### config.mk
export PLATFORM = sky130hd
export DESIGN_NAME = seg7_capture
export DESIGN_NICKNAME = d
export VERILOG_FILES = /design/src/rtl/seg7_pkg.sv /design/src/rtl/seg7_decode.sv /design/src/rtl/seg7_capture.sv
export SDC_FILE = /design/constraint.sdc
export NUM_CORES = 1
export LEC_CHECK = 0
export CAP_MARGIN = 5
export CORE_UTILIZATION = 61
export CTS_BUF_LIST = sky130_fd_sc_hd__clkbuf_8
export CTS_CLUSTER_DIAMETER = 40
export DETAILED_ROUTE_END_ITERATION = 10
export HOLD_SLACK_MARGIN = 0.02
export PLACE_DENSITY = 0.87
export SYNTH_ARGS = -nofsm -noshare
export SYNTH_HDL_FRONTEND = slang
export SYNTH_HIERARCHICAL = 1
export SYNTH_SLANG_ARGS = --single-unit
### constraint.sdc
create_clock -name clk -period 4.3 [get_ports clk]
set_input_delay 0.645 -clock clk [delete_from_list [all_inputs] [get_ports clk]]
set_output_delay 0.645 -clock clk [all_outputs]
set_load 0.01 [all_outputs]
### src/rtl/seg7_pkg.sv
// Shared constants for the multiplexed 7-segment capture path: segment patterns,
// special digit codes and the frame-assembly state encoding.
package seg7_pkg;

  localparam logic [6:0] SEG_0     = 7'b0111111;
  localparam logic [6:0] SEG_1     = 7'b0000110;
  localparam logic [6:0] SEG_2     = 7'b1011011;
  localparam logic [6:0] SEG_3     = 7'b1001111;
  localparam logic [6:0] SEG_4     = 7'b1100110;
  localparam logic [6:0] SEG_5     = 7'b1101101;
  localparam logic [6:0] SEG_6     = 7'b1111100;
  localparam logic [6:0] SEG_7     = 7'b0000111;
  localparam logic [6:0] SEG_8     = 7'b1111111;
  localparam logic [6:0] SEG_9     = 7'b1100111;
  localparam logic [6:0] SEG_BLANK = 7'b0000000;

  localparam logic [3:0] DIGIT_BLANK = 4'hF;
  localparam logic [3:0] DIGIT_ERR   = 4'hE;

  typedef enum logic {
    WAIT_TEN,
    GOT_TEN
  } cap_state_t;

endpackage

### src/rtl/seg7_decode.sv
// Inverse 7-segment decode: maps a lit-segment pattern back to its BCD value,
// flagging patterns that no legal digit produces.
module seg7_decode
  import seg7_pkg::*;
(
  input  logic [6:0] seg,
  output logic [3:0] value,
  output logic       is_valid
);

  always_comb begin
    value    = DIGIT_ERR;
    is_valid = 1'b1;
    case (seg)
      SEG_0:     value = 4'd0;
      SEG_1:     value = 4'd1;
      SEG_2:     value = 4'd2;
      SEG_3:     value = 4'd3;
      SEG_4:     value = 4'd4;
      SEG_5:     value = 4'd5;
      SEG_6:     value = 4'd6;
      SEG_7:     value = 4'd7;
      SEG_8:     value = 4'd8;
      SEG_9:     value = 4'd9;
      SEG_BLANK: value = DIGIT_BLANK;
      default:   is_valid = 1'b0;
    endcase
  end

endmodule

### src/rtl/seg7_capture.sv
// Receive side of the two-digit multiplexed 7-segment bus: synchronise, debounce
// each (digit, segments) pair, decode and reassemble a tens/units frame.
module seg7_capture
  import seg7_pkg::*;
#(
  parameter int SYNC_STAGES   = 2,
  parameter int STABLE_CYCLES = 2
) (
  input  logic       clk,
  input  logic       reset,
  input  logic [6:0] seg_in,
  input  logic       digit_in,
  output logic [3:0] ten_count,
  output logic [3:0] unit_count,
  output logic       valid,
  output logic       changed,
  output logic       pattern_error,
  output logic [7:0] err_count
);

  localparam int RUN_MAX = STABLE_CYCLES + 1;
  localparam int RUN_W   = $clog2(RUN_MAX + 1);
  localparam int FILL_W  = $clog2(SYNC_STAGES + 1);

  logic [7:0]        sync_pipe [SYNC_STAGES];
  logic [7:0]        pair_p0;
  logic [7:0]        pair_p1;
  logic [RUN_W-1:0]  run;
  logic [FILL_W-1:0] fill;
  logic              accept;
  logic [3:0]        dec_value;
  logic              dec_valid;
  logic [3:0]        tens_hold;
  cap_state_t        state;

  // Stage p0: synchroniser, {digit, segments} travel together
  always_ff @(posedge clk) begin
    if (reset) begin
      for (int i = 0; i < SYNC_STAGES; i++) sync_pipe[i] <= '0;
    end else begin
      sync_pipe[0] <= {digit_in, seg_in};
      for (int i = 1; i < SYNC_STAGES; i++) sync_pipe[i] <= sync_pipe[i-1];
    end
  end

  assign pair_p0 = sync_pipe[SYNC_STAGES-1];

  // Stage p1: run-length debounce; run describes how long pair_p1 has held.
  // The run is pinned at 0 until the synchroniser has flushed its reset zeros.
  always_ff @(posedge clk) begin
    if (reset) begin
      pair_p1 <= '0;
      run     <= '0;
      fill    <= '0;
    end else begin
      pair_p1 <= pair_p0;
      if (fill != FILL_W'(SYNC_STAGES)) begin
        fill <= fill + 1'b1;
        run  <= '0;
      end else if (pair_p0 != pair_p1) begin
        run <= RUN_W'(1);
      end else if (run != RUN_W'(RUN_MAX)) begin
        run <= run + 1'b1;
      end
    end
  end

  assign accept = (run == RUN_W'(STABLE_CYCLES));

  seg7_decode u_decode (
    .seg      (pair_p1[6:0]),
    .value    (dec_value),
    .is_valid (dec_valid)
  );

  always_ff @(posedge clk) begin
    if (accept && dec_valid && !pair_p1[7]) tens_hold <= dec_value;
  end

  // Stage p2: frame assembly and registered outputs
  always_ff @(posedge clk) begin
    if (reset) begin
      state         <= WAIT_TEN;
      ten_count     <= '0;
      unit_count    <= '0;
      valid         <= 1'b0;
      changed       <= 1'b0;
      pattern_error <= 1'b0;
      err_count     <= '0;
    end else begin
      valid         <= 1'b0;
      changed       <= 1'b0;
      pattern_error <= 1'b0;
      if (accept) begin
        if (!dec_valid) begin
          pattern_error <= 1'b1;
          if (err_count != 8'hFF) err_count <= err_count + 8'd1;
          state <= WAIT_TEN;
        end else begin
          case (state)
            WAIT_TEN: if (!pair_p1[7]) state <= GOT_TEN;
            GOT_TEN: begin
              if (pair_p1[7]) begin
                ten_count  <= tens_hold;
                unit_count <= dec_value;
                valid      <= 1'b1;
                changed    <= ({tens_hold, dec_value} != {ten_count, unit_count});
                state      <= WAIT_TEN;
              end
            end
            default: state <= WAIT_TEN;
          endcase
        end
      end
    end
  end

endmodule
[Word-level counts from Yosys, hierarchy flattened]
Memories as Yosys holds them, arrays and structs flattened.
Cells that the tools add are included.
Operators by class
  add/subtract/negate cells: 3
  eq/ne operators: 16
  muxes and demuxes: 13
  bitwise operators: 6
  reduce and logical (&&, ||, !) cells: 13
Operators by type and width (number)
  $eq 7x7->1 const B: 7
  $pmux 4 s11: 1
  $mux 8: 2
  $ne 8x8->1: 2
  $eq 7x3->1 const B: 2
  $reduce_or 11->1: 1
  $mux 1: 10
  $add 8x1->8 const B: 1
  $ne 8x8->1 const B: 1
  $eq 7x6->1 const B: 1
  $logic_not 7->1: 1
  $reduce_or 5->1: 1
  $add 2x1->2 const B: 2
  $ne 2x2->1 const B: 2
  $not 1->1: 4
  $reduce_and 4->1: 1
  $reduce_or 2->1: 2
  $reduce_or 4->1: 1
  $reduce_and 3->1: 1
  $reduce_or 3->1: 1
  $eq 2x2->1 const B: 1
  $logic_and 1x1->1: 2
  $or 1x1->1: 2
  $reduce_bool 2->1: 1
  $logic_not 1->1: 1
Word-level totals
  register bits: 36
  bits in writable memories: 16
  input port bits: 10
  output and inout bits: 19
  word-level logic and storage cells: 64
  memories kept: 1
Memory list
  sync_pipe: depth 2, bits a word 8, read ports 2, clocked after Yosys merged registers in 0, wr ports 2, RTL line seg7_capture.sv:25  | logic [7:0] sync_pipe [SYNC_STAGES];

[Depth between registers and ports, before layout]
Gate-level depths: netlist of the first run.
  word-level depth: 5
  mapped depth: 9
  depth with buffers taken out: 8

[Modules after synthesis]
The synthesis of the first run kept the hierarchy.
By module, submodules not included
  seg7_capture: times used 1, cells each 188, area each 1890.6 µm², sequential area each 1081.0 µm²
  seg7_decode: times used 1, cells each 44, area each 304.0 µm², sequential area each 0.0 µm²

[Worst setup path after synthesis of the first run]
Ideal clock, no wire load.
  path type: register to register
  start point: reg pair_p1[2]
  end point: reg err_count[5]
  setup time: 70 ps
  data arrival time: 2254 ps
  required time: 4230 ps
  setup slack: 1976 ps
  cell stages (with the launch flop): 10
  buffers on the path: 1
  clock period less this slack: 2324 ps
  cell sequence: dfxtp_1 > buf_6 > and3_2 > a22oi_2 > nand3_1 > or3_1 > and4b_1 > nand4_1 > or3_1 > a21oi_1
On the way
  word-level cells in the longest chain between the ends: 5
  elaborated cells between the ends (all ways): 15
  classes of those cells: 10 x eq/ne; 1 x mux; 1 x bitwise; 3 x reduce/logical
RTL lines
  start, declared: RTL line seg7_capture.sv:27  | logic [7:0] pair_p1;
  start signal, assigned: RTL line seg7_capture.sv:56  | pair_p1 <= pair_p0;
  $eq 7x6->1 (tied with other cells): RTL line seg7_decode.sv:14  | case (seg)
  $reduce_or 11->1 (no source line) (*)
  $mux 1 (*): RTL line seg7_decode.sv:14
  net dec_valid: RTL line seg7_capture.sv:32  | logic dec_valid;
  $not 1->1 (no source line) (*)
  $reduce_and 3->1 (no source line) (*)
  end signal, assigned: RTL line seg7_capture.sv:97  | if (err_count != 8'hFF) err_count <= err_count + 8'd1;
  end, declared: RTL line seg7_capture.sv:18  | output logic [7:0] err_count
The timed path passes the listed nets; every way through them passes the cells marked *.
A chain may end at the register's enable or synchronous reset.

[Final worst setup path of the first run]
  start point: reg pair_p1[4]
  end point: reg err_count[5]
The elaborated chain is that of the path after synthesis.

==> impl_metrics.tcl, run 1 <==
set metrics [dict create \
    status "finished clean" \
    synth.distinct_cells 43 \
    synth.most_common_cell "dfxtp_1" \
    synthFlopType "dfxtp_1" \
    yosysTopAreaCell "dfxtp_1" \
    synth.yosys.seq_area_share_pct 49.3 \
    power_mw 0.891 \
    cts-resized-gates 0 \
    period_share_pct 61.9 \
    syn_area_per_cell_um2 9.46 \
    worstRegToRegCells 8 \
    dr.pass1.iters 5 \
    die-area_um2 3840 \
    cts.sinks 52 \
    cts_hold_buf 0 \
    critPathMaxFanout 8 \
    worstSetupEndpointType "flop" \
    grt_start_max_net_pins 35 \
    yosys_warnings 6 \
    numCtsBuffers 5 \
    globalRouteOverflowTotal 0 \
    skew_ps 5.13 \
    antenna_cells 0 \
    io_buffers 28 \
    drt_wl_total_mm 3.76 \
    cts_tree "yes" \
    initialDrtViolationCount 121 \
    rows 21 \
    drcViolationCount 0 \
    synth-async-reset-ratio_pct 0 \
    fill_cells 229 \
    wire_per_inst_um 12.3 \
    rsz0062_at_grt "no" \
    synth.top_cells.by_area "dfxtp_1 (44%), nor2b_1 (7.1%), edfxtp_1 (5.5%)" \
    design.core.area_um2 3390 \
    critPathKind "reg2reg" \
    drive_gt1_share_pct 6.18 \
    critPathLaunchType "flop" \
    die-height_um 62.0 \
    fin_nets 272 \
    worstMarginPinSlew_ps 1180 \
    cellPowerDensity_nw_per_um2 347 \
    dp_hpwl_mm 2.65 \
    vias 1671 \
    synthCells 232 \
    vdd_drop_max_v 0.000367 \
    syn-num-nets 246 \
    vias_per_cell 5.48 \
    clock.fmax_mhz 376 \
    max_slew_margin_pct 20.9 \
    io_pins 29 \
    max_cap_violations 0 \
    worstPathRequired_ps 4510 \
    multi_input_comb_area_um2 1030 \
    seqCellArea_um2 1080 \
    yosys-top-cells-count "dfxtp_1 (48), nand2_1 (25), nor2b_1 (25)" \
    cts-root-buf "clkbuf_8" \
    synth_edf_count 4 \
    critPathArrivalTime_ps 2870 \
    synth_top_area_share_pct 43.8 \
    hold_viol_final 0 \
    track_usage_pct 21.6 \
    clk_pin_slew_worst_paths_ps 100 \
    slew_viol_final 0 \
    grt_pass1_vias 1417 \
    synth-seq-cells 52 \
    holdPathStages 1 \
    clk_latency_ps 300 \
    ant_nets 0 \
    layout.cells.non_filler 305 \
    setup_viol 0 \
    antenna_found_initial 0 \
    grt_pass1_wl_mm 6.02 \
    start_util_pct 64.7 \
    finalCriticalPeriod_ps 2660 \
    hold_class "reg2reg" \
    p_leak_nw 0.939 \
    clk_path_buf_depth 2 \
    gp_congestion 0.803 \
    area_delta_synth_final_pct 16.8 \
    h-tree-depth 2 \
    tns_ps 0 \
    die_x_um 62.0 \
    mappedNetlistArea_um2 2190 \
    cts_post_setup_buffers_inserted 0 \
    placed_cells 297 \
]
## worst max-delay path, stage by stage (launching register included)
cell	delay, ps
dfxtp_1	500
and4b_2	290
a22oi_2	150
nand3_1	140
or3_1	470
and4b_1	400
nand4_1	140
or3_1	330
a21oi_1	140
## stage by stage
step | utilization (%) | instance area (µm²) | worst slack (ps) | hold slack [ps]
finish | 75.6 | 2560 | 1640 | 444
global placement | 72.9 | 2470 | 1820 | 416
detailed placement | 72.9 | 2470 | 1750 | 422
CTS | 75.6 | 2560 | 1700 | 445
floorplan | - | 2190 | 1980 | 414
global route | 75.6 | 2560 | 1500 | 462
## layout by cell type (no fill, tap or decap), types with 2 or more instances in the layout
master	netlist	routed
a211oi_1	2	2
a21oi_1	15	15
and3_1	3	3
and4b_1	2	2
clkbuf_8	0	5
clkdlybuf4s50_1	0	28
dfxtp_1	48	48
edfxtp_1	4	4
ha_1	4	4
inv_1	5	5
inv_6	0	2
nand2_1	25	25
nand2b_1	2	2
nand3_1	6	6
nand4_1	6	6
nor2_1	16	16
nor2b_1	25	25
nor3_1	7	7
nor4_1	4	4
o21ai_0	4	4
o22ai_1	2	2
or3_1	2	2
xnor2_1	10	10
xor2_1	11	11
## path summary, 6_finish.rpt
| check | from | endpoint | slack (ps) |
|---|---|---|---|
| worst max register to register | pair_p1[4] | err_count[5] | 1640 |
| worst max-delay path | pair_p1[4] | err_count[5] | 1640 |
| worst min-delay path | sync_pipe[0][2] | sync_pipe[0][10] | 440 |
| worst min register to register | sync_pipe[0][2] | sync_pipe[0][10] | 440 |
## report_power, final
| group | internal, mW | total, mW | switching (mW) |
|---|---|---|---|
| Clock | 0.119 | 0.283 | 0.164 |
| Sequential | 0.508 | 0.522 | 0.0143 |
| Combinational | 0.0428 | 0.0856 | 0.0428 |
## cells by family (layout without fill, tap and decap cells)
| kind of cell | after synthesis | in the layout | share of synthesized area, % |
|---|---|---|---|
| AO/OA/AOI/OAI | 30 | 30 | 8.49 |
| XOR/XNOR | 21 | 21 | 8.38 |
| adder cells (fa/ha/maj) | 4 | 4 | 2.28 |
| buffers and inverters | 15 | 42 | 3.99 |
| flip-flops | 52 | 52 | 49.3 |
| multiplexers | 1 | 1 | 0.456 |
| AND/OR/NAND/NOR | 109 | 109 | 27.1 |
## per-layer routing
layer / GRT usage, % / share of wire, %
met1: 27.7 / 44
met2: 35.1 / 49
met3: 5.80 / 4.3
met4: 7.62 / 2.4
met5: 0 / 0
## final cells by class
type                    instances  area share (%)
flip-flops and latches         52            42.2
inverters                       5           0.732
multi-input cells             165            40.0
clock inverters                 3           0.927
well taps                      46            2.24
clock buffers                   5            2.68
repair buffers                 29            11.2
## sequential cells by signal, indices dropped and copies added, names as in the netlist, 2 cells and up
register and flops:
err_count 8, fill 2, pair_p1 8, run 2, sync_pipe 16, ten_count 4, tens_hold 4, unit_count 4
Power figures use the tool's default switching activity.
==> inputs of run 2 (changes only) <==
CORE_UTILIZATION = 51   (was 61)
PLACE_DENSITY = 0.78   (was 0.87)
clock period = 2.25 ns   (was 4.3 ns; I/O delays follow)
==> run 2 against run 1 <==
Count of clock-buffer cells in the layout did not move. Via count rose by 4.4%. Highest routed layer unchanged. Non-clock buffer count rose by 24.
==> impl_metrics.tcl, run 2 (synthesized netlist as in run 1, its figures left out) <==
set metrics [dict create \
    die-height_um 67.6 \
    met3_usage_pct 4.73 \
    final_common_cell "dfxtp_1" \
    combPwrFrac_pct 11.1 \
    initialDrtViolationCount 81 \
    dr.pass1.iters 4 \
    hold_class "reg2reg" \
    globalRouteOverflowTotal 0 \
    reg2reg_to "err_count[5]" \
    wire_per_inst_um 12.6 \
    p_leak_nw 1.08 \
    setup_viol 0 \
    drcViolationCount 0 \
    critPathLaunchType "flop" \
    p_seq_share_pct 58.0 \
    io_buffers 28 \
    start_util_pct 54.1 \
    critPathArrivalTime_ps 2470 \
    regMostFlops "sync_pipe" \
    swShare_pct 24.7 \
    cts_hold_buf 0 \
    period_share_pct 99.0 \
    vias_per_cell 5.24 \
    path_buf_inv 1 \
    layout.cells.non_filler 333 \
    switching_power_mw 0.423 \
    critPathMaxFanout 6 \
    slew_viol_final 0 \
    die_x_um 67.6 \
    crit_slowest_cell "dfxtp_4" \
    placed_cells 321 \
    worstMarginPinSlew_ps 585 \
    grt_start_max_net_pins 18 \
    grt_pass1_wl_mm 6.91 \
    die-area_um2 4570 \
    top_regs "sync_pipe (16), err_count (8), pair_p1 (8)" \
    track_usage_pct 20.3 \
    worstRegToRegCells 9 \
    cts_tree "yes" \
    fill_cells 317 \
    grt_pass1_vias 1611 \
    clk_pin_slew_worst_paths_ps 100 \
    gr-usage-met1_pct 23.3 \
    clk_path_buf_depth 2 \
    antenna_found_initial 0 \
    final_util_pct 69.7 \
    io_pins 29 \
    skew_ps 5.79 \
    timing.rr.start "pair_p1[6]" \
    worstPathRequired_ps 2490 \
    top_usage_layer "met2" \
    drive_gt1_share_pct 21.9 \
    vdd_drop_max_v 0.000487 \
    hold_end "sync_pipe[0][10]" \
    gp_congestion 0.827 \
    critPathKind "reg2reg" \
    dp_hpwl_mm 3.02 \
    critPathTopFamily "simple AND/OR/NAND/NOR gates" \
    worstSetupEndpointType "flop" \
    cts-root-buf "clkbuf_8" \
    h-tree-depth 2 \
    ant_nets 0 \
    p_int_mw 1.29 \
    fin_nets 296 \
    finalCriticalPeriod_ps 2230 \
    antenna_cells 0 \
    critPathMaxStageDelay_ps 380 \
    drt_wl_total_mm 4.19 \
    status "finished clean" \
    clock.fmax_mhz 449 \
    largest_register_ffs 16 \
    area_delta_synth_final_pct 28.9 \
    hold_viol_final 0 \
    grt_use_met2_pct 35.9 \
    max_slew_margin_pct 60.9 \
    design.core.area_um2 4060 \
    r2r_slack_ps 20 \
    cts.sinks 52 \
    vias 1744 \
    hold_start "sync_pipe[0][2]" \
    holdPathStages 1 \
    clk_latency_ps 300 \
    rsz0062_at_grt "yes" \
    layout_common_cells "dfxtp_1 (42), clkdlybuf4s50_1 (28), nor2b_1 (25)" \
    cellPowerDensity_nw_per_um2 605 \
    max_cap_violations 0 \
    rows 23 \
    pwr-share-clk_pct 30.9 \
    numCtsBuffers 5 \
    cp_cell_sequence "buf_2 -> nor3_1 -> o2111ai_2 -> nand3_2 -> or3_4 -> and4b_2 -> nand4_1 -> or3_1 -> a21oi_1" \
]
==> run 2: cell types whose count changed in the layout (fill, tap and decap cells not counted), sizes merged <==
cell,change
clkinv,+1
buf,+24
inv,-1
==> run 2: layer usage <==
layer  routed length (µm)  share of wire (%)  up-vias
li1                     -                  -      891
met1                 1910                 46      807
met2                 2100                 50       44
met3                  155                3.7        2
met4                   25               0.60        0
met5                    0                  0        -
==> run 2: cell type report <==
cell class                      instances  area (µm²)  area share [%]
Multi-Input combinational cell        165        1100            38.7
Tap cell                               50        62.6            2.21
Sequential cell                        52        1090            38.7
Inverter                                5        18.8           0.663
Clock inverter                          3        20.0           0.708
Timing Repair Buffer                   53         469            16.6
Clock buffer                            5        68.8            2.43
==> run 2: timing repair <==
action                                  4_1_cts  5_1_grt
cloned                                        0        0
endpoints found under the setup margin        2        7
buffers inserted                              1        3
resized for setup                             4       24
pin swaps                                     0        6
==> run 2: worst max-delay path by stage <==
stage                from            to  slack [ps]  cells past startpoint
6_report       pair_p1[6]  err_count[5]          20                      9
5_1_grt        pair_p1[6]  err_count[5]        -120                      9
4_1_cts        pair_p1[5]  err_count[5]          -1                      8
3_5_place_dp   pair_p1[5]  err_count[5]         -50                      8
3_3_place_gp   pair_p1[5]  err_count[5]          10                      8
2_1_floorplan  pair_p1[2]  err_count[5]          10                      9
==> run 2: stage by stage <==
stage               setup TNS (ps)  instance area (µm²)  setup slack [ps]  hold slack [ps]  power (mW)
floorplan                        0                 2200              11.8              414        1.14
detailed placement           -63.9                 2630             -46.8              426        1.20
CTS                          -1.21                 2730             -1.21              449        1.72
finish                           0                 2830              21.7              448        1.71
global route                  -373                 2830              -124              459        1.81
global placement                 0                 2630              12.9              415        1.19
==> run 2: power by group through the flow <==
| stage | sequential (mW) | combinational (mW) | clock, mW |
|---|---|---|---|
| 6_report | 0.992 | 0.190 | 0.529 |
| 4_1_cts | 0.995 | 0.185 | 0.541 |
| 5_1_grt | 0.999 | 0.220 | 0.586 |
| 3_3_place_gp | 1.01 | 0.175 | 0 |
| 2_1_floorplan | 1.01 | 0.134 | 0 |
| 3_5_place_dp | 1.02 | 0.183 | 0 |
==> inputs of run 3 (changes only) <==
CORE_UTILIZATION = 49   (was 51)
CTS_BUF_LIST = sky130_fd_sc_hd__clkbuf_16   (was sky130_fd_sc_hd__clkbuf_8)
GPL_ROUTABILITY_DRIVEN = 0   (was unset)
PLACE_DENSITY = 0.75   (was 0.78)
==> run 3 against run 2 <==
Sequential share of layout area shrank 0.94 points. Register-to-register slack lost 110 ps. Critical path depth shrank 1. Flip-flop and latch count is the same. Global-route usage shrank 0.33 points. First-iteration DRC count grew 14%. Via count grew 2.4%. Count of clock-buffer cells in the layout grew 1. The run now ends with setup timing left.
==> impl_metrics.tcl, run 3 (synthesized netlist as in run 1, its figures left out) <==
set metrics [dict create \
    status "finished with violations" \
    violations "setup timing" \
    critPathMaxFanout 5 \
    grt_pass1_wl_mm 6.89 \
    regMostFlops "sync_pipe" \
    top_regs "sync_pipe (16), err_count (8), pair_p1 (8)" \
    clk_path_buf_depth 2 \
    hold_viol_final 0 \
    wire_per_inst_um 12.7 \
    io_buffers 28 \
    die_x_um 68.9 \
    layout.cells.non_filler 334 \
    skew_ps 3.60 \
    ant_nets 0 \
    switching_power_mw 0.438 \
    combPwrFrac_pct 9.7 \
    cellPowerDensity_nw_per_um2 683 \
    final_util_pct 70.0 \
    fin_nets 297 \
    critPathLaunchType "flop" \
    max_slew_margin_pct 71.8 \
    layout_common_cells "dfxtp_1 (43), clkdlybuf4s50_1 (28), buf_4 (25)" \
    drcViolationCount 0 \
    track_usage_pct 20.0 \
    io_pins 29 \
    start_util_pct 53.0 \
    swShare_pct 22.1 \
    setup_ws_ps -88.0 \
    whs_ps 437 \
    critPathKind "reg2reg" \
    fill_cells 316 \
    setup_viol 5 \
    numCtsBuffers 5 \
    globalRouteOverflowTotal 0 \
    max_cap_violations 0 \
    die-area_um2 4750 \
    pwr-share-clk_pct 40.2 \
    final_common_cell "dfxtp_1" \
    worstPathRequired_ps 2450 \
    dpl_cell_area_um2 2590 \
    p_seq_share_pct 50.1 \
    grt_pass1_vias 1605 \
    h-tree-depth 2 \
    hold_class "reg2reg" \
    design_area_um2 2900 \
    clock.fmax_mhz 428 \
    power_mw 1.98 \
    worstSetupEndpointType "flop" \
    die-height_um 68.9 \
    p_int_mw 1.54 \
    vdd_drop_max_v 0.000484 \
    cts_tree "yes" \
    dp_hpwl_mm 2.83 \
    period_share_pct 104 \
    cts.sinks 52 \
    antenna_cells 0 \
    rsz0062_at_grt "yes" \
    drt_wl_total_mm 4.24 \
    p_leak_nw 1.12 \
    drive_gt1_share_pct 21.1 \
    antenna_found_initial 0 \
    clk_latency_ps 290 \
    design.core.area_um2 4140 \
    slew_viol_final 0 \
    tns_ps -164 \
    area_delta_synth_final_pct 32.3 \
    post-place-ws_ps -54.0 \
    largest_register_ffs 16 \
    worstMarginPinSlew_ps 416 \
    vias_per_cell 5.35 \
    clk_pin_slew_worst_paths_ps 60 \
    initialDrtViolationCount 92 \
    vias 1786 \
    rows 23 \
    placed_cells 316 \
    cts-root-buf "clkbuf_16" \
    critPathArrivalTime_ps 2540 \
    finalCriticalPeriod_ps 2340 \
    grt_start_max_net_pins 22 \
    dr.pass1.iters 4 \
]
==> run 3: critical path, cell delays in order (launching register included) <==
cell and delay, ps:
dfxtp_4 360, or4_4 540, o22a_1 180, nor3_2 220, or3_4 170, and4b_2 250, buf_6 120, and4_4 180
a311oi_2 240
==> run 3: final cells by class <==
cell class,count,area (µm²),share of cell area (%)
clock buffers,6,150,5.17
flip-flops and latches,52,1090,37.7
multi-input cells,165,1090,37.5
inverters,5,18.8,0.647
clock inverters,2,8.76,0.302
well taps,50,62.6,2.16
repair buffers,54,479,16.5
==> run 3: routing by layer <==
layer	part of all wire, %	GRT usage, %	vias to the layer above
li1	-	-	910
met5	0	0	-
met2	51	34.3	40
met4	2.3	9.44	0
met3	3.3	5.59	10
met1	44	22.8	826
==> run 3: power by group through the flow <==
stage | Sequential [mW] | Combinational (mW) | Clock, mW
final | 0.993 | 0.192 | 0.797
after global routing | 0.998 | 0.219 | 0.849
after CTS | 0.995 | 0.186 | 0.811
after detailed placement | 1.02 | 0.178 | 0
after global placement | 1.01 | 0.174 | 0
after floorplan | 1.01 | 0.134 | 0
==> run 3: worst paths after layout <==
| check | start | end | slack, ps | cells past startpoint |
|---|---|---|---|---|
| max | pair_p1[2] | err_count[7] | -90 | 8 |
| min | sync_pipe[0][4] | sync_pipe[0][12] | 440 | 1 |
| max reg2reg | pair_p1[2] | err_count[7] | -90 | 8 |
| min reg2reg | sync_pipe[0][4] | sync_pipe[0][12] | 440 | 1 |
==> run 3: what timing repair did <==
| item | in CTS | in global routing |
|---|---|---|
| gates resized for setup | 10 | 18 |
| pin swaps | 3 | 12 |
| setup endpoints to repair | 2 | 17 |
| hold buffers | 0 | 0 |
| hold endpoints to repair | 0 | 0 |
| buffers inserted | 4 | 6 |
==> RTL change 1, RTL diff (config.mk and constraints of run 2) <==
Change the parameter `SYNC_STAGES` from 2 to 4.
--- a/src/rtl/seg7_capture.sv
+++ b/src/rtl/seg7_capture.sv
@@ -5,3 +5,3 @@
 #(
-  parameter int SYNC_STAGES   = 2,
+  parameter int SYNC_STAGES   = 4,
   parameter int STABLE_CYCLES = 2
Check against the original RTL: not equivalent (Yosys sat finds a counterexample within 10 cycles, from zero or initial values and one cycle with reset high).
==> RTL change 1 against run 2 <==
  * Sequential cell count grew 17
  * Die area grew 21%
  * Design area grew 20%
  * Hold slack lost 0.053 ns
  * Wire length grew 15%
  * Worst setup slack lost 0.0090 ns
  * Power grew 33%
  * Area after synthesis grew 22%
==> RTL change 1: results (changes against run 2) <==
status complete, no violations (unchanged); global routing usage on met2 0.322 (was 0.359); Slew @ Worst Pin 0.521 ns (was 0.585 ns); worst hold path type primary input to flop (was flop to flop); WHS Endpoint err_count[0]$_SDFFE_PP0P_ (was sync_pipe[0][10]$_SDFF_PP0_); Crit-path slowest cell or4_4 (was dfxtp_4); Switching Share 0.247 (about the same); CTS clk-pin slew, worst paths 0.08 ns (was 0.10 ns); worst reg2reg endpoint err_count[6]$_SDFFE_PP0P_ (was err_count[5]$_SDFFE_PP0P_); Pleak 1.36 nW (was 1.08 nW); number of synthesized flops with an enable pin 4 (unchanged); combinational power 0.111 mW (was 0.190 mW); routed wire length on met3 140 um (was 155 um); # nets final 335 (was 296); Setup TNS Final 0 ns (unchanged); Synth top cells by count dfxtp_1, nor2b_1, nand2_1 (was dfxtp_1, nand2_1, nor2b_1); FF-to-FF Start pair_p1[6]$_SDFF_PP0_ (unchanged); met3 Usage GRT 0.0474 (was 0.0473); diode count 0 (unchanged); PwrDens 671 mW/mm^2 (was 605 mW/mm^2); Crit Path Category flop to flop (unchanged); top post-synthesis cells by area dfxtp_1, nor2b_1, xor2_1 (was dfxtp_1, nor2b_1, edfxtp_1); WHS Path Cells 2 (was 1); Worst R2R Path Depth 8 (was 9); Tot GR Track Use 0.190 (was 0.203); FF-to-FF setup slack between 0.01 and 0.015 ns; Routed WL 4840 um (was 4190 um); maximum VDD drop 0.589 mV (was 0.487 mV); total CTS buffers 9 (was 5); routed wl met2 2390 um (was 2100 um); seq pwr 1.27 mW (was 0.992 mW); clock skew 0.0106 ns (was 0.00579 ns); largest net degree at the start of global routing 46 (was 18); vias in the first global route 1840 (was 1611); Synth Instances 271 (was 232); # fillers 368 (was 317); global placement routability congestion 0.872 (was 0.827); placed insts 373 (was 321); Clk Latency, worst-skew pair 0.35 ns (was 0.30 ns); sequential element share of the synthesized area 0.532 (was 0.493); biggest regs sync_pipe x32, err_count x8, pair_p1 x8 (was sync_pipe x16, err_count x8, pair_p1 x8); DRT iter0 DRCs 119 (was 81); global-route wire length before repair 7700 um (was 6910 um); grt met1 use 0.211 (was 0.233); Worst path max stage delay 0.42 ns (was 0.38 ns); Synth Net Count 286 (was 246); DP HPWL 3270 um (was 3020 um); WL/cell 12.3 um (was 12.6 um); initial antenna violation count 0 (unchanged); vias post-DR 1972 (was 1744); H-tree Lvls 3 (was 2); worst min-delay path startpoint reset (was sync_pipe[0][2]$_SDFF_PP0_); Met1 Wirelength 2200 um (was 1910 um); ratio of cells with drive above 1 in the final layout 0.197 (was 0.219); Distinct cells, synth 44 (was 43)
==> RTL change 1: worst max path at each step <==
stage,end,slack (ns)
2_1_floorplan,err_count[6]$_SDFFE_PP0P_,0.02
3_3_place_gp,changed$_SDFF_PP0_,-0.08
3_5_place_dp,changed$_SDFF_PP0_,-0.07
4_1_cts,err_count[4]$_SDFFE_PP0P_,-0.03
5_1_grt,err_count[6]$_SDFFE_PP0P_,-0.08
6_report,err_count[6]$_SDFFE_PP0P_,0.01
==> RTL change 1: repair_timing <==
| item | 4_1_cts | 5_1_grt |
|---|---|---|
| pin swaps | 7 | 7 |
| setup buffers | 3 | 0 |
| setup endpoints to repair | 3 | 17 |
| resized for setup | 10 | 14 |
==> RTL change 1: cell families (layout without fill, tap and decap cells) <==
family | count (synthesis) | count (layout) | synth area share
AOI/OAI and AO/OA | 31 | 31 | 0.0726
xor gates and xnor gates | 24 | 24 | 0.0787
adders and majority gates | 5 | 5 | 0.0234
buffers and inverters | 17 | 71 | 0.0356
DFF | 69 | 69 | 0.532
muxes | 1 | 1 | 0.00375
and+or+nand+nor | 124 | 124 | 0.254
==> RTL change 1: through the flow <==
stage                     instance area, um^2  worst slack, ns  hold slack, ns   util
after detailed placement                 3120          -0.0664           0.424  0.640
final                                    3400           0.0127           0.395  0.696
after floorplan                          2690           0.0174           0.414      -
after CTS                                3340          -0.0251           0.373  0.685
after global routing                     3400          -0.0838           0.420  0.696
after global placement                   3120          -0.0812           0.417  0.640
==> RTL change 1: final cells by class <==
type / instances / share of cell area
clock inverter: 7 / 0.0147
timing repair buffer: 50 / 0.136
inverter: 5 / 0.00552
clock buffer: 9 / 0.0365
tap: 67 / 0.0247
sequential: 69 / 0.424
multi-input combinational: 185 / 0.359
==> RTL change 2, RTL diff (config.mk and constraints of run 2) <==
Without the edit above. Register the output `ten_count` once more; this adds one clock of latency there. The other outputs are not delayed to match.
--- a/src/rtl/seg7_capture.sv
+++ b/src/rtl/seg7_capture.sv
@@ -23,2 +23,4 @@
   localparam int FILL_W  = $clog2(SYNC_STAGES + 1);
+
+  logic [3:0] ten_count_s0;
 
@@ -83,3 +85,3 @@
       state         <= WAIT_TEN;
-      ten_count     <= '0;
+      ten_count_s0  <= '0;
       unit_count    <= '0;
@@ -103,6 +105,6 @@
               if (pair_p1[7]) begin
-                ten_count  <= tens_hold;
+                ten_count_s0 <= tens_hold;
                 unit_count <= dec_value;
                 valid      <= 1'b1;
-                changed    <= ({tens_hold, dec_value} != {ten_count, unit_count});
+                changed    <= ({tens_hold, dec_value} != {ten_count_s0, unit_count});
                 state      <= WAIT_TEN;
@@ -117,2 +119,6 @@
 
+  always_ff @(posedge clk) begin
+    ten_count <= ten_count_s0;
+  end
+
 endmodule
Function: changed (Yosys sat finds a counterexample within 10 cycles, from zero or initial values and one cycle with reset high).
==> RTL change 2 against run 2 <==
  * The run now ends with negative setup slack left
  * Combinational power is 2% lower
  * Worst setup slack worse by 0.050 ns
  * Power increased by 5.2%
  * Sequential cell count rose by 4
  * Count of clock-buffer cells in the layout is the same
  * Design area about the same
  * Area after synthesis grew 3.4%
  * Wire length fell by 1.9%
==> RTL change 2: results (changes against run 2) <==
status finished with violations (was complete, no violations); # nets final 294 (was 296); multiplexer area fraction after synthesis 0.00441 (was 0.00456); fin cells 331 (was 333); Post-CTS Setup Inserts 0 (was 1); ratio of cells with drive above 1 in the final layout 0.171 (was 0.219); Worst path max stage delay 0.44 ns (was 0.38 ns); XOR/XNOR Fraction of Synth Area 0.0926 (was 0.0838); CP Max Fanout 8 (was 6); final setup fails 1 (was 0); violated checks negative setup slack; final worst-path setup slack -0.0284 ns (was 0.0217 ns); mean post-synth cell area 9.70 um^2 (was 9.46 um^2); sequential element share of the synthesized area 0.512 (was 0.493); Synth top cells by count dfxtp_1, nand2_1, nor2b_1 (unchanged); Slew @ Worst Pin 0.306 ns (was 0.585 ns); clock skew 0.00755 ns (was 0.00579 ns); Setup TNS Final -0.0284 ns (was 0 ns); Crit-path slowest cell or4_1 (was dfxtp_4); WHS Path Cells 0 (was 1); vias in the first global route 1638 (was 1611); Synth Net Count 248 (was 246); switching power 0.438 mW (was 0.423 mW); placed insts 323 (was 321); vias post-DR 1737 (was 1744)
-- RTL change 2: worst paths after layout --
kind / startpoint / end / slack (ns)
min: ten_count_s0[0]$_SDFFE_PP0P_ / ten_count[0]$_DFF_P_ / 0.38
max reg2reg: pair_p1[2]$_SDFF_PP0_ / err_count[6]$_SDFFE_PP0P_ / -0.03
min reg2reg: ten_count_s0[0]$_SDFFE_PP0P_ / ten_count[0]$_DFF_P_ / 0.38
max: pair_p1[2]$_SDFF_PP0_ / err_count[6]$_SDFFE_PP0P_ / -0.03
-- RTL change 2: power groups by stage --
stage | combinational [mW] | clock [mW] | sequential [mW]
floorplan | 0.134 | 0 | 1.08
global route | 0.213 | 0.610 | 1.07
detailed placement | 0.187 | 0 | 1.09
finish | 0.186 | 0.547 | 1.07
CTS | 0.188 | 0.570 | 1.07
global placement | 0.177 | 0 | 1.09
-- RTL change 2: final cells by class --
cell class                      instances  area, um^2
Tap cell                               50        62.6
Clock inverter                          3        22.5
Inverter                                4        15.0
Timing Repair Buffer                   49         438
Sequential cell                        56        1170
Multi-Input combinational cell        164        1050
Fill cell                             338        1310
Clock buffer                            5        68.8
-- RTL change 2: per-stage QoR --
stage | area, um^2 | hold slack [ns] | power (mW) | setup slack (ns)
2_1_floorplan | 2280 | 0.363 | 1.22 | 0.0167
3_3_place_gp | 2710 | 0.369 | 1.26 | 0.0672
3_5_place_dp | 2710 | 0.372 | 1.28 | -0.0155
4_1_cts | 2810 | 0.382 | 1.82 | 0.00667
5_1_grt | 2830 | 0.386 | 1.89 | -0.103
6_report | 2830 | 0.381 | 1.80 | -0.0284
-- RTL change 2: routing by layer --
metal	GRT usage	vias to the layer above	routed length [um]
li1	-	885	-
met1	0.240	812	1880
met4	0.0587	0	32
met5	0	-	0
met2	0.359	36	2080
met3	0.0411	4	116
